## src/rtl/tlm_frame_serializer.sv

```systemverilog
// Telemetry minor-frame builder and MSB-first serializer: SYNC1, SYNC2, data field with embedded subframe counter.
// Optional CCSDS pseudo-randomizer on the data field when TLM_FRAME_RANDOMIZER_EN is defined.
`timescale 1ns/1ps
module tlm_frame_serializer #(
  parameter int unsigned       WORD_W    = 16,
  parameter int unsigned       NUM_WORDS = 10,
  parameter int unsigned       SF_POS    = 4,
  parameter int unsigned       SF_MAX    = 9,
  parameter logic [WORD_W-1:0] SYNC1     = 16'hFE6B,
  parameter logic [WORD_W-1:0] SYNC2     = 16'h2840,
  parameter logic [WORD_W-1:0] FILL_WORD = 16'hAAAA
) (
  input  logic              clock_in,
  input  logic              reset,
  input  logic [WORD_W-1:0] data_in,
  input  logic              data_valid,
  output logic              data_ready,
  output logic              bit_out,
  output logic              word_strobe,
  output logic              frame_start,
  output logic              sync_active,
  output logic              underflow,
  output logic [15:0]       sf_count
);

  localparam int unsigned     NUM_SLOTS = NUM_WORDS + 2;
  localparam int unsigned     WI_W      = $clog2(NUM_SLOTS);
  localparam int unsigned     BI_W      = $clog2(WORD_W);
  localparam logic [WI_W-1:0] LAST_IDX  = WI_W'(NUM_SLOTS - 1);
  localparam logic [WI_W-1:0] SF_IDX    = WI_W'(SF_POS + 2);
  localparam logic [WI_W-1:0] SYNC2_IDX = WI_W'(1);
  localparam logic [WI_W-1:0] DATA0_IDX = WI_W'(2);
  localparam logic [BI_W-1:0] MSB_BIT   = BI_W'(WORD_W - 1);
  localparam logic [15:0]     SF_TOP    = 16'(SF_MAX);

  if (SF_POS >= NUM_WORDS || SF_MAX >= 65536) begin : g_bad_frame_cfg
    $error("tlm_frame_serializer: SF_POS must be < NUM_WORDS and SF_MAX must be < 2^16");
  end
  if (WORD_W < 4 || WORD_W > 32 || NUM_WORDS < 2 || NUM_WORDS > 1023) begin : g_bad_size_cfg
    $error("tlm_frame_serializer: WORD_W must be 4..32 and NUM_WORDS 2..1023");
  end

  // Position of the bit currently on bit_out; r_run is low only between reset and the first frame.
  logic [WI_W-1:0]   r_word_idx;
  logic [BI_W-1:0]   r_bit_idx;
  logic              r_run;
  logic [WORD_W-1:0] r_shift;
  logic              r_bit_out;
  logic              r_word_strobe;
  logic              r_frame_start;
  logic              r_sync_active;
  logic [15:0]       r_sf_count;

  logic              w_word_end;
  logic              w_frame_end;
  logic [WI_W-1:0]   w_next_idx;
  logic              w_next_is_data;
  logic [WORD_W-1:0] w_next_word;
  logic [WI_W-1:0]   w_pos_idx;
  logic              w_raw_bit;
  logic              w_data_field;
  logic              w_rand_bit;

  // After reset r_bit_idx is 0, so the first active cycle takes the word-load path into SYNC1.
  assign w_word_end     = (r_bit_idx == '0);
  assign w_frame_end    = r_run && w_word_end && (r_word_idx == LAST_IDX);
  assign w_next_is_data = (w_next_idx >= DATA0_IDX) && (w_next_idx != SF_IDX);

  always_comb begin
    w_next_idx = '0;
    if (r_run && (r_word_idx != LAST_IDX)) begin
      w_next_idx = r_word_idx + WI_W'(1);
    end
  end

  // The SF slot reads r_sf_count, which was already advanced at the end of the previous frame.
  always_comb begin
    w_next_word = FILL_WORD;
    if (w_next_idx == '0) begin
      w_next_word = SYNC1;
    end else if (w_next_idx == SYNC2_IDX) begin
      w_next_word = SYNC2;
    end else if (w_next_idx == SF_IDX) begin
      w_next_word = WORD_W'(r_sf_count);
    end else if (data_valid) begin
      w_next_word = data_in;
    end
  end

  assign w_pos_idx    = w_word_end ? w_next_idx : r_word_idx;
  assign w_raw_bit    = w_word_end ? w_next_word[WORD_W-1] : r_shift[WORD_W-1];
  assign w_data_field = (w_pos_idx >= DATA0_IDX);

  // NOTE: a word is consumed only when the load edge really happens, so a reset in the ready cycle drops the handshake.
  assign data_ready = r_run && w_word_end && w_next_is_data && !reset;
  assign underflow  = data_ready && !data_valid;

  always_ff @(posedge clock_in) begin
    if (reset) begin
      r_run         <= 1'b0;
      r_word_idx    <= '0;
      r_bit_idx     <= '0;
      r_shift       <= '0;
      r_bit_out     <= 1'b0;
      r_word_strobe <= 1'b0;
      r_frame_start <= 1'b0;
      r_sync_active <= 1'b0;
      r_sf_count    <= '0;
    end else begin
      r_run      <= 1'b1;
      r_word_idx <= w_pos_idx;
      // r_shift holds the not-yet-sent bits of the current word, next bit at the MSB.
      if (w_word_end) begin
        r_bit_idx <= MSB_BIT;
        r_shift   <= {w_next_word[WORD_W-2:0], 1'b0};
      end else begin
        r_bit_idx <= r_bit_idx - BI_W'(1);
        r_shift   <= {r_shift[WORD_W-2:0], 1'b0};
      end
      if (w_frame_end) begin
        r_sf_count <= (r_sf_count == SF_TOP) ? 16'd0 : r_sf_count + 16'd1;
      end
      r_word_strobe <= w_word_end;
      r_frame_start <= w_word_end && (w_next_idx == '0);
      r_sync_active <= !w_data_field;
      r_bit_out     <= w_raw_bit ^ w_rand_bit;
    end
  end

`ifdef TLM_FRAME_RANDOMIZER_EN
  // Fibonacci form of h(x)=x^8+x^7+x^5+x^3+1: r_lfsr[7] is the oldest sequence bit and the one applied.
  logic [7:0] r_lfsr;

  assign w_rand_bit = w_data_field && r_lfsr[7];

  always_ff @(posedge clock_in) begin
    if (reset) begin
      r_lfsr <= '1;
    end else if (w_word_end && (w_next_idx == '0)) begin
      r_lfsr <= '1;
    end else if (w_data_field) begin
      r_lfsr <= {r_lfsr[6:0], r_lfsr[7] ^ r_lfsr[4] ^ r_lfsr[2] ^ r_lfsr[0]};
    end
  end
`else
  assign w_rand_bit = 1'b0;
`endif

  assign bit_out     = r_bit_out;
  assign word_strobe = r_word_strobe;
  assign frame_start = r_frame_start;
  assign sync_active = r_sync_active;
  assign sf_count    = r_sf_count;

endmodule
```

## config.mk

```make
export PLATFORM = sky130hd
export DESIGN_NAME = tlm_frame_serializer
export DESIGN_NICKNAME = d
export VERILOG_FILES = /design/src/rtl/tlm_frame_serializer.sv
export SDC_FILE = /design/constraint.sdc
export NUM_CORES = 1
export LEC_CHECK = 0
export ABC_AREA = 1
export ABC_CLOCK_PERIOD_IN_PS = 2500
export CORE_ASPECT_RATIO = 0.8
export CORE_MARGIN = 2
export CORE_UTILIZATION = 40
export DETAILED_ROUTE_END_ITERATION = 16
export GPL_TIMING_DRIVEN = 0
export RECOVER_POWER = 100
export SLEW_MARGIN = 20
export SYNTH_ARGS = -nofsm -noshare
export SYNTH_HDL_FRONTEND = slang
export SYNTH_SLANG_ARGS = --single-unit
```

## constraint.sdc

```tcl
create_clock -name clock_in -period 2.5 [get_ports clock_in]
set_clock_uncertainty 0.1 [all_clocks]
set_input_delay 0.375 -clock clock_in [delete_from_list [all_inputs] [get_ports clock_in]]
set_output_delay 0.375 -clock clock_in [all_outputs]
set_load 0.1 [all_outputs]
```

# [After elaboration in Yosys (flattened, before gate mapping)]
# Index checks and enable logic that the tools add are counted.
[classes] addsub=3 mul=0 div_mod_pow=0 n_lt_le_gt_ge=2 n_eq_ne=6 shift=0 n_mux=11 bitwise_logic=0 n_reduce_logical=13
[op_table] op="$mux W16" count=6
[op_table] op="$add A16 B1 Y16 const B" count=1
[op_table] op="$eq A16 B4 Y1 const B" count=1
[op_table] op="$mux W4" count=3
[op_table] op="$ge A4 B2 Y1 const B" count=2
[op_table] op="$logic_and A1 B1 Y1" count=8
[op_table] op="$logic_not A4 Y1" count=2
[op_table] op="$add A4 B1 Y4 const B" count=1
[op_table] op="$eq A4 B1 Y1 const B" count=1
[op_table] op="$eq A4 B3 Y1 const B" count=1
[op_table] op="$eq A4 B4 Y1 const B" count=1
[op_table] op="$ne A4 B3 Y1 const B" count=1
[op_table] op="$ne A4 B4 Y1 const B" count=1
[op_table] op="$sub A4 B1 Y4 const B" count=1
[op_table] op="$logic_not A1 Y1" count=3
[op_table] op="$mux W1" count=2
[word_totals] regBits=45 latch_bits=0 mem_bits_rw=0 rom_bits=0 output_inout_bits=22 wordCells=44 n_memories=0

# [Longest topological paths before layout]
# Gate-level depths: netlist of the first run.
[logic_depth] ltp_word=8 ltp_mapped=13 ltp_nobuf=13

# [Worst setup path before layout of the first run]
# OpenSTA, ideal clock, no wires.
[synth_timing] kind="register -> output" startpoint="register r_word_idx[0]" endpoint="output port data_ready" arrival_ns=3.260 required_time_ns=2.025 path_slack_ns=-1.235 stages_incl_launch_ff=9 n_path_buf=1 cell_sequence="dfxtp_1 > ha_1 > nand3_4 > nand2_4 > nor2_8 > nand3_4 > buf_2 > nand2_1 > nor3_1"
[synth_via] elab_chain_len=7
[synth_lines] element="from (decl)" line_no="44" source="logic [WI_W-1:0] r_word_idx;"
[synth_lines] element="from (signal assigned)" line_no="111" source="r_word_idx <= w_pos_idx;"
[synth_lines] element="branches (longest 2 deep; another with $add A4 B1 Y4)"
[synth_lines] element="$mux W4 *" line_no="71" source="if (r_run && (r_word_idx != LAST_IDX)) begin"
[synth_lines] element="$ge A4 B2 Y1 or $ne A4 B3 Y1 (tied branches)" line_no="67" source="assign w_next_is_data = (w_next_idx >= DATA0_IDX) && (w_next_idx != SF_IDX);"
[synth_lines] element="$logic_and A1 B1 Y1 *" line_no="67"
[synth_lines] element="$logic_and A1 B1 Y1 * (2 in series)" line_no="95" source="assign data_ready = r_run && w_word_end && w_next_is_data && !reset;"
[synth_lines] element="to (decl)" line_no="17" source="output logic data_ready,"
# Every way passes the cells marked *.

# [Worst setup path after layout of the first run]
[layout_timing] startpoint="register r_sf_count[13], in the netlist sf_count[13]" endpoint="output port sf_count[13]"
[layout_rtl] element="from (decl)" line_no="52" source="logic [15:0] r_sf_count;"
[layout_rtl] element="from (signal assigned)" line_no="121" source="r_sf_count <= (r_sf_count == SF_TOP) ? 16'd0 : r_sf_count + 16'd1;"
[layout_rtl] element="to (decl)" line_no="23" source="output logic [15:0] sf_count"
# No word-level cell between the ends.

==> metrics.csv, run 1 <==
metric;value;unit
final_nets;448;
ff2ff_setup_slack;0.34;ns
slowest_stage;clkdlybuf4s50_1;
setup_viol;0;
postSynthCellCount;378;
p_int;0.00139;W
power_density;679;nW/µm²
peakVddDrop;281;µV
finalCriticalPeriod;2.44;ns
yosys_warnings;0;
grt_overflow;0;
grt_max_degree;14;
pwr-share-clk;0.278;
die_h;75.5;µm
fin_crit_sh;0.976;
layout_common_cells;98 x nand2_1, 42 x dfxtp_1, 37 x inv_1, 33 x nand3_1;
layout_commonest_cell;nand2_1;
syn_nets;401;
max_freq;410;MHz
worstMarginPinSlew;1.17;ns
path_clk_slew;0.09;ns
ys.flop_type;dfxtp_1;
dp.cells;501;
critical_path.max_stage_delay;1.19;ns
synth-seq-area-share;0.344;
swShare;0.365;
setup_ws;0.0608;ns
dpl_cell_area;3110;µm²
gp_congestion;0.894;
final-max-slew-violation-count;0;
crit_arrival;1.96;ns
port_buffers;39;
power.switching;0.000798;W
grt_usage;0.212;
hp-class;register to register;
clockBufferDepth;2;
p_leak;1.36;nW
start_util;0.407;
clockRootBuffer;clkbuf_8;
end_kind;output pin;
ys_async_sr_fraction;0;
antennaDiodeCount;0;
yosys_register_bits;44;
die_x;93.4;µm
drt_wl_total;7290;µm
wl_per_cell;14.3;µm
htree_num_levels;2;
critical_path.top_delay_family;buffers and inverters;
cts_tree;done;
area_growth;25.9;%
hpwlAfterDp;5490;µm
ant_nets;0;
setup.worst_path.class;register to output pin;
hold_buffers;0;
synth.avg_cell_area;6.77;µm²
synth_edf_count;0;
hold_violations;0;
slew_headroom;0.226;
grt_pass1_wl;11500;µm
numCtsBuffers;5;
design_area;3220;µm²
path_cells;clkdlybuf4s50_1;
outcome;finished, final reports clean;
rsz0062_at_grt;false;
place_ws;-0.714;ns
drc;0;
first_global_vias;2359;
cp_max_fo;6;
drtIter0Drc;195;
die_area;7050;µm²
clock_latency;0.30;ns
p_comb_frac;0.330;
fin_util;0.513;
seqPwrFrac;0.392;
ioPinCount;41;
antenna_found_initial;0;
yosysUniqueCellTypes;33;
final_cells;510;
drv_cap;0;
drive_above_1_share;0.117;
viasPerCell;5.10;
synthesis.area;2560;µm²
std_cell_rows;26;
path_buf_inv;1;
dr.pass1.iters;5;
cts_sinks;44;
fillCellCount;645;
vias;2600;
worst_setup_path_start_kind;register;
required;2.03;ns
coreArea;6280;µm²
per-layer routing:
metal,part of all wire,up-vias,track usage
met1,0.52,1172,0.312
met3,0.056,9,0.0445
met2,0.42,79,0.321
met4,0.011,0,0.0507
li1,-,1340,-
met5,0,-,0
kinds of logic after synthesis:
group                      share of synthesized area
and+or+nand+nor                                0.424
buffers and inverters                          0.102
adders and majority gates                     0.0196
AOI/OAI and AO/OA                             0.0969
DFF                                            0.344
xor gates and xnor gates                      0.0137
worst paths after layout:
path,depth (start not counted),endpoint,from
min,1,r_bit_idx[0],r_bit_idx[0]
max reg2reg,9,sf_count[9],r_bit_idx[0]
min reg2reg,1,r_bit_idx[0],r_bit_idx[0]
max,1,sf_count[13],sf_count[13]
Yosys cell counts (all sizes together), types with 3 or more instances:
cell type,count,area (µm²)
nand2,106,428
dfxtp,44,881
inv,42,158
nand3,35,200
nor2,30,161
nand4,27,169
a21oi,25,129
o21ai,21,105
buf,13,80.1
nor3,10,60.1
clkbuf,6,22.5
ha,4,50.1
nor4,3,25.0
or2,3,18.8
xor2,3,26.3
power by group through the flow:
stage                     logic, W  registers [W]  clock network (W)
after floorplan           0.000425       0.000979                  0
after global placement    0.000702       0.000872                  0
after detailed placement  0.000706       0.000873                  0
after CTS                 0.000721       0.000858           0.000625
after global routing      0.000795       0.000868           0.000653
final                     0.000722       0.000856           0.000608
area by class of cell:
cell class	instances	area, µm²	share of cell area
flip-flops and latches	44	888	0.276
clock buffers	7	96.3	0.0299
repair buffers	40	375	0.117
multi-input cells	273	1460	0.454
well taps	84	105	0.0326
inverters	42	158	0.0490
plain buffers	19	105	0.0326
clock inverters	1	30.0	0.00932
flip-flops by register name (all words and copies together), names as in the netlist:
register,count
bit_out,1
frame_start,1
r_bit_idx,4
r_run,1
r_shift,15
r_word_idx,4
sf_count,16
sync_active,1
word_strobe,1
stage by stage:
step | power, W | hold slack, ns | setup TNS, ns
3_3_place_gp | 0.00157 | 0.324 | -1.29
2_1_floorplan | 0.00140 | 0.312 | -0.139
5_1_grt | 0.00232 | 0.376 | 0
4_1_cts | 0.00220 | 0.343 | 0
3_5_place_dp | 0.00158 | 0.330 | -1.34
6_report | 0.00219 | 0.341 | 0
timing repair:
action	4_1_cts	5_1_grt
pin swaps	1	0
resized for setup	18	3
setup buffers	0	1
setup endpoints to repair	4	4
Note: power is estimated with default switching activity, not from simulation.
==> run 2: changes to the inputs <==
--- a/config.mk
+++ b/config.mk
@@ -5,7 +5,6 @@
 export SDC_FILE = /design/constraint.sdc
 export NUM_CORES = 1
 export LEC_CHECK = 0
-export ABC_AREA = 1
 export ABC_CLOCK_PERIOD_IN_PS = 2500
 export CORE_ASPECT_RATIO = 0.8
 export CORE_MARGIN = 2
==> run 2 against run 1 <==
Net effect: non-clock buffer count down 6; via count down 16%; clock-buffer cell count rose by 1; die area down 11%; fmax is essentially flat; final area is 9.7% lower; synthesized area is 12% lower; wire length fell by 12%; register-to-register slack worse by 0.19 ns; clock power down 22%; setup slack better by 0.0018 ns; critical endpoint is now underflow; largest power group unchanged.
==> metrics.csv, run 2 <==
metric;value;unit
die_h;71.2;µm
hp-class;register to register;
power;0.00179;W
reg2reg_depth;5;
grt_overflow;0;
design_area;2910;µm²
min_path_cells;2;
pwr-share-clk;0.265;
drt_wl_total;6390;µm
drive_above_1_share;0.129;
worst_setup_path_start_kind;register;
wl_per_cell;16.1;µm
numCtsBuffers;5;
setup_viol;0;
yosysMostFrequentCell;dfxtp_1;
hpwlAfterDp;4600;µm
gp_congestion;0.854;
layout_commonest_cell;dfxtp_1;
power_density;614;nW/µm²
drv_cap;0;
finalCriticalPeriod;2.44;ns
slew_headroom;0.228;
start_util;0.413;
clock_latency;0.30;ns
final_cells;397;
viasPerCell;5.48;
crit_arrival;1.96;ns
ys.flop_type;dfxtp_1;
hold_violations;0;
power.switching;0.000587;W
clockRootBuffer;clkbuf_8;
ioPinCount;41;
min_from;r_shift[4];
r2r-end;r_shift[6];
die_x;88.0;µm
setup.worst_path.class;register to output pin;
vias;2174;
dp.cells;387;
final_nets;341;
yosys_warnings;0;
worstMarginPinSlew;1.16;ns
ant_nets;0;
path_clk_slew;0.09;ns
ys_async_sr_fraction;0;
drc;0;
cts_tree;done;
coreArea;5470;µm²
area_growth;28.7;%
peakVddDrop;296;µV
hold_buffers;0;
dr.pass1.iters;4;
yosysUniqueCellTypes;57;
p_int;0.00120;W
yosys.area.top_type;dfxtp_1;
grt_max_degree;13;
largest_reg_flops;16;
end_kind;output pin;
final-max-slew-violation-count;0;
ff2ff_setup_slack;0.15;ns
rsz0062_at_grt;true;
outcome;finished, final reports clean;
netlist_top_cells_area;dfxtp_1 39%, nor2_1 5.3%, nand2_1 4.5%, o21ai_0 3.3%, a21oi_1 2.9%;
die_area;6270;µm²
cp_max_fo;9;
swShare;0.329;
std_cell_rows;24;
syn_nets;292;
cts_sinks;44;
synthesis.area;2260;µm²
port_buffers;40;
grt_usage;0.220;
p_comb_frac;0.268;
seqPwrFrac;0.468;
synth_edf_count;0;
yosys_register_bits;44;
p_leak;1.09;nW
postSynthCellCount;269;
htree_num_levels;2;
antennaDiodeCount;0;
synth_top_area_frac;0.390;
tns;0;ns
synth.avg_cell_area;8.40;µm²
max_freq;410;MHz
first_global_vias;2054;
rr_startpoint;r_word_idx[0];
hold_end;r_shift[5];
required;2.03;ns
fin_crit_sh;0.975;
dpl_cell_area;2780;µm²
layout_common_cells;41 x dfxtp_1, 31 x nor2_1, 31 x clkdlybuf4s50_1, 26 x nand2_1, 15 x o21ai_0;
clockBufferDepth;2;
drtIter0Drc;211;
antenna_found_initial;0;
synth-seq-area-share;0.390;
synthTopCellsByCount;44 x dfxtp_1, 32 x nor2_1, 27 x nand2_1, 15 x o21ai_0, 13 x a21oi_1;
grt_pass1_wl;10600;µm
-- run 2: cell types whose count changed after synthesis, moves of 6 or more --
| cell | before | now |
|---|---|---|
| a21oi_1 | 24 | 13 |
| inv_1 | 37 | 9 |
| nand2_1 | 98 | 27 |
| nand3_1 | 33 | 12 |
| nand4_1 | 27 | 3 |
| nor2b_1 | 0 | 6 |
| nor3b_1 | 1 | 8 |
| o21ai_1 | 7 | 0 |
| or3_1 | 0 | 9 |
| xnor2_1 | 1 | 7 |
-- run 2: worst max path at each step --
stage | cells after the start | to | slack (ns) | start
floorplan | 8 | underflow | -0.24 | r_word_idx[0]
global placement | 9 | underflow | -1.02 | r_word_idx[0]
detailed placement | 9 | underflow | -1.03 | r_word_idx[0]
CTS | 1 | sf_count[0] | 0.01 | sf_count[0]
global route | 7 | underflow | -0.006 | r_word_idx[0]
finish | 7 | underflow | 0.06 | r_word_idx[0]
-- run 2: critical path: stages, from the launching register on --
cell	delay [ns]
dfxtp_4	0.38
ha_4	0.26
or3_4	0.41
a21oi_4	0.17
a211oi_2	0.07
nand2_4	0.13
nor3_4	0.05
buf_12	0.19
-- run 2: layout make-up --
class	instances	area, µm²
plain buffers	9	46.3
clock buffers	8	90.1
fillers	562	2560
inverters	9	33.8
multi-input cells	205	1340
flip-flops and latches	44	890
well taps	78	97.6
repair buffers	44	408
-- run 2: repair_timing --
action                                  CTS  global route
setup buffers                             3             1
endpoints found under the setup margin    2             8
pin swaps                                 3             4
resized for setup                        28            11
-- run 2: per-layer routing --
metal,wire [µm],vias to the layer above,track usage
met5,0,-,0
met4,136,0,0.0774
met3,406,11,0.0369
met1,3150,1017,0.329
li1,-,1072,-
met2,2700,74,0.322
-- run 2: power by group through the flow --
stage	sequential, W	combinational, W	clock, W
2_1_floorplan	0.000928	0.000245	0
3_3_place_gp	0.000846	0.000456	0
3_5_place_dp	0.000848	0.000456	0
4_1_cts	0.000835	0.000471	0.000486
5_1_grt	0.000844	0.000518	0.000507
6_report	0.000835	0.000478	0.000473
-- run 2: cell families after synthesis --
group | Yosys count | share of synthesized area
adders and majority gates | 4 | 0.0221
AOI/OAI and AO/OA | 62 | 0.195
buffers and inverters | 20 | 0.0437
xor gates and xnor gates | 11 | 0.0426
DFF | 44 | 0.390
and+or+nand+nor | 126 | 0.298
muxes | 2 | 0.00886
-- run 2: metrics by stage --
| stage | hold slack [ns] | worst slack [ns] | util |
|---|---|---|---|
| final | 0.345 | 0.0626 | 0.532 |
| after global routing | 0.369 | -0.00568 | 0.532 |
| after CTS | 0.338 | 0.00966 | 0.535 |
| after detailed placement | 0.314 | -1.03 | 0.508 |
| after global placement | 0.316 | -1.02 | 0.508 |
| after floorplan | 0.301 | -0.244 | - |
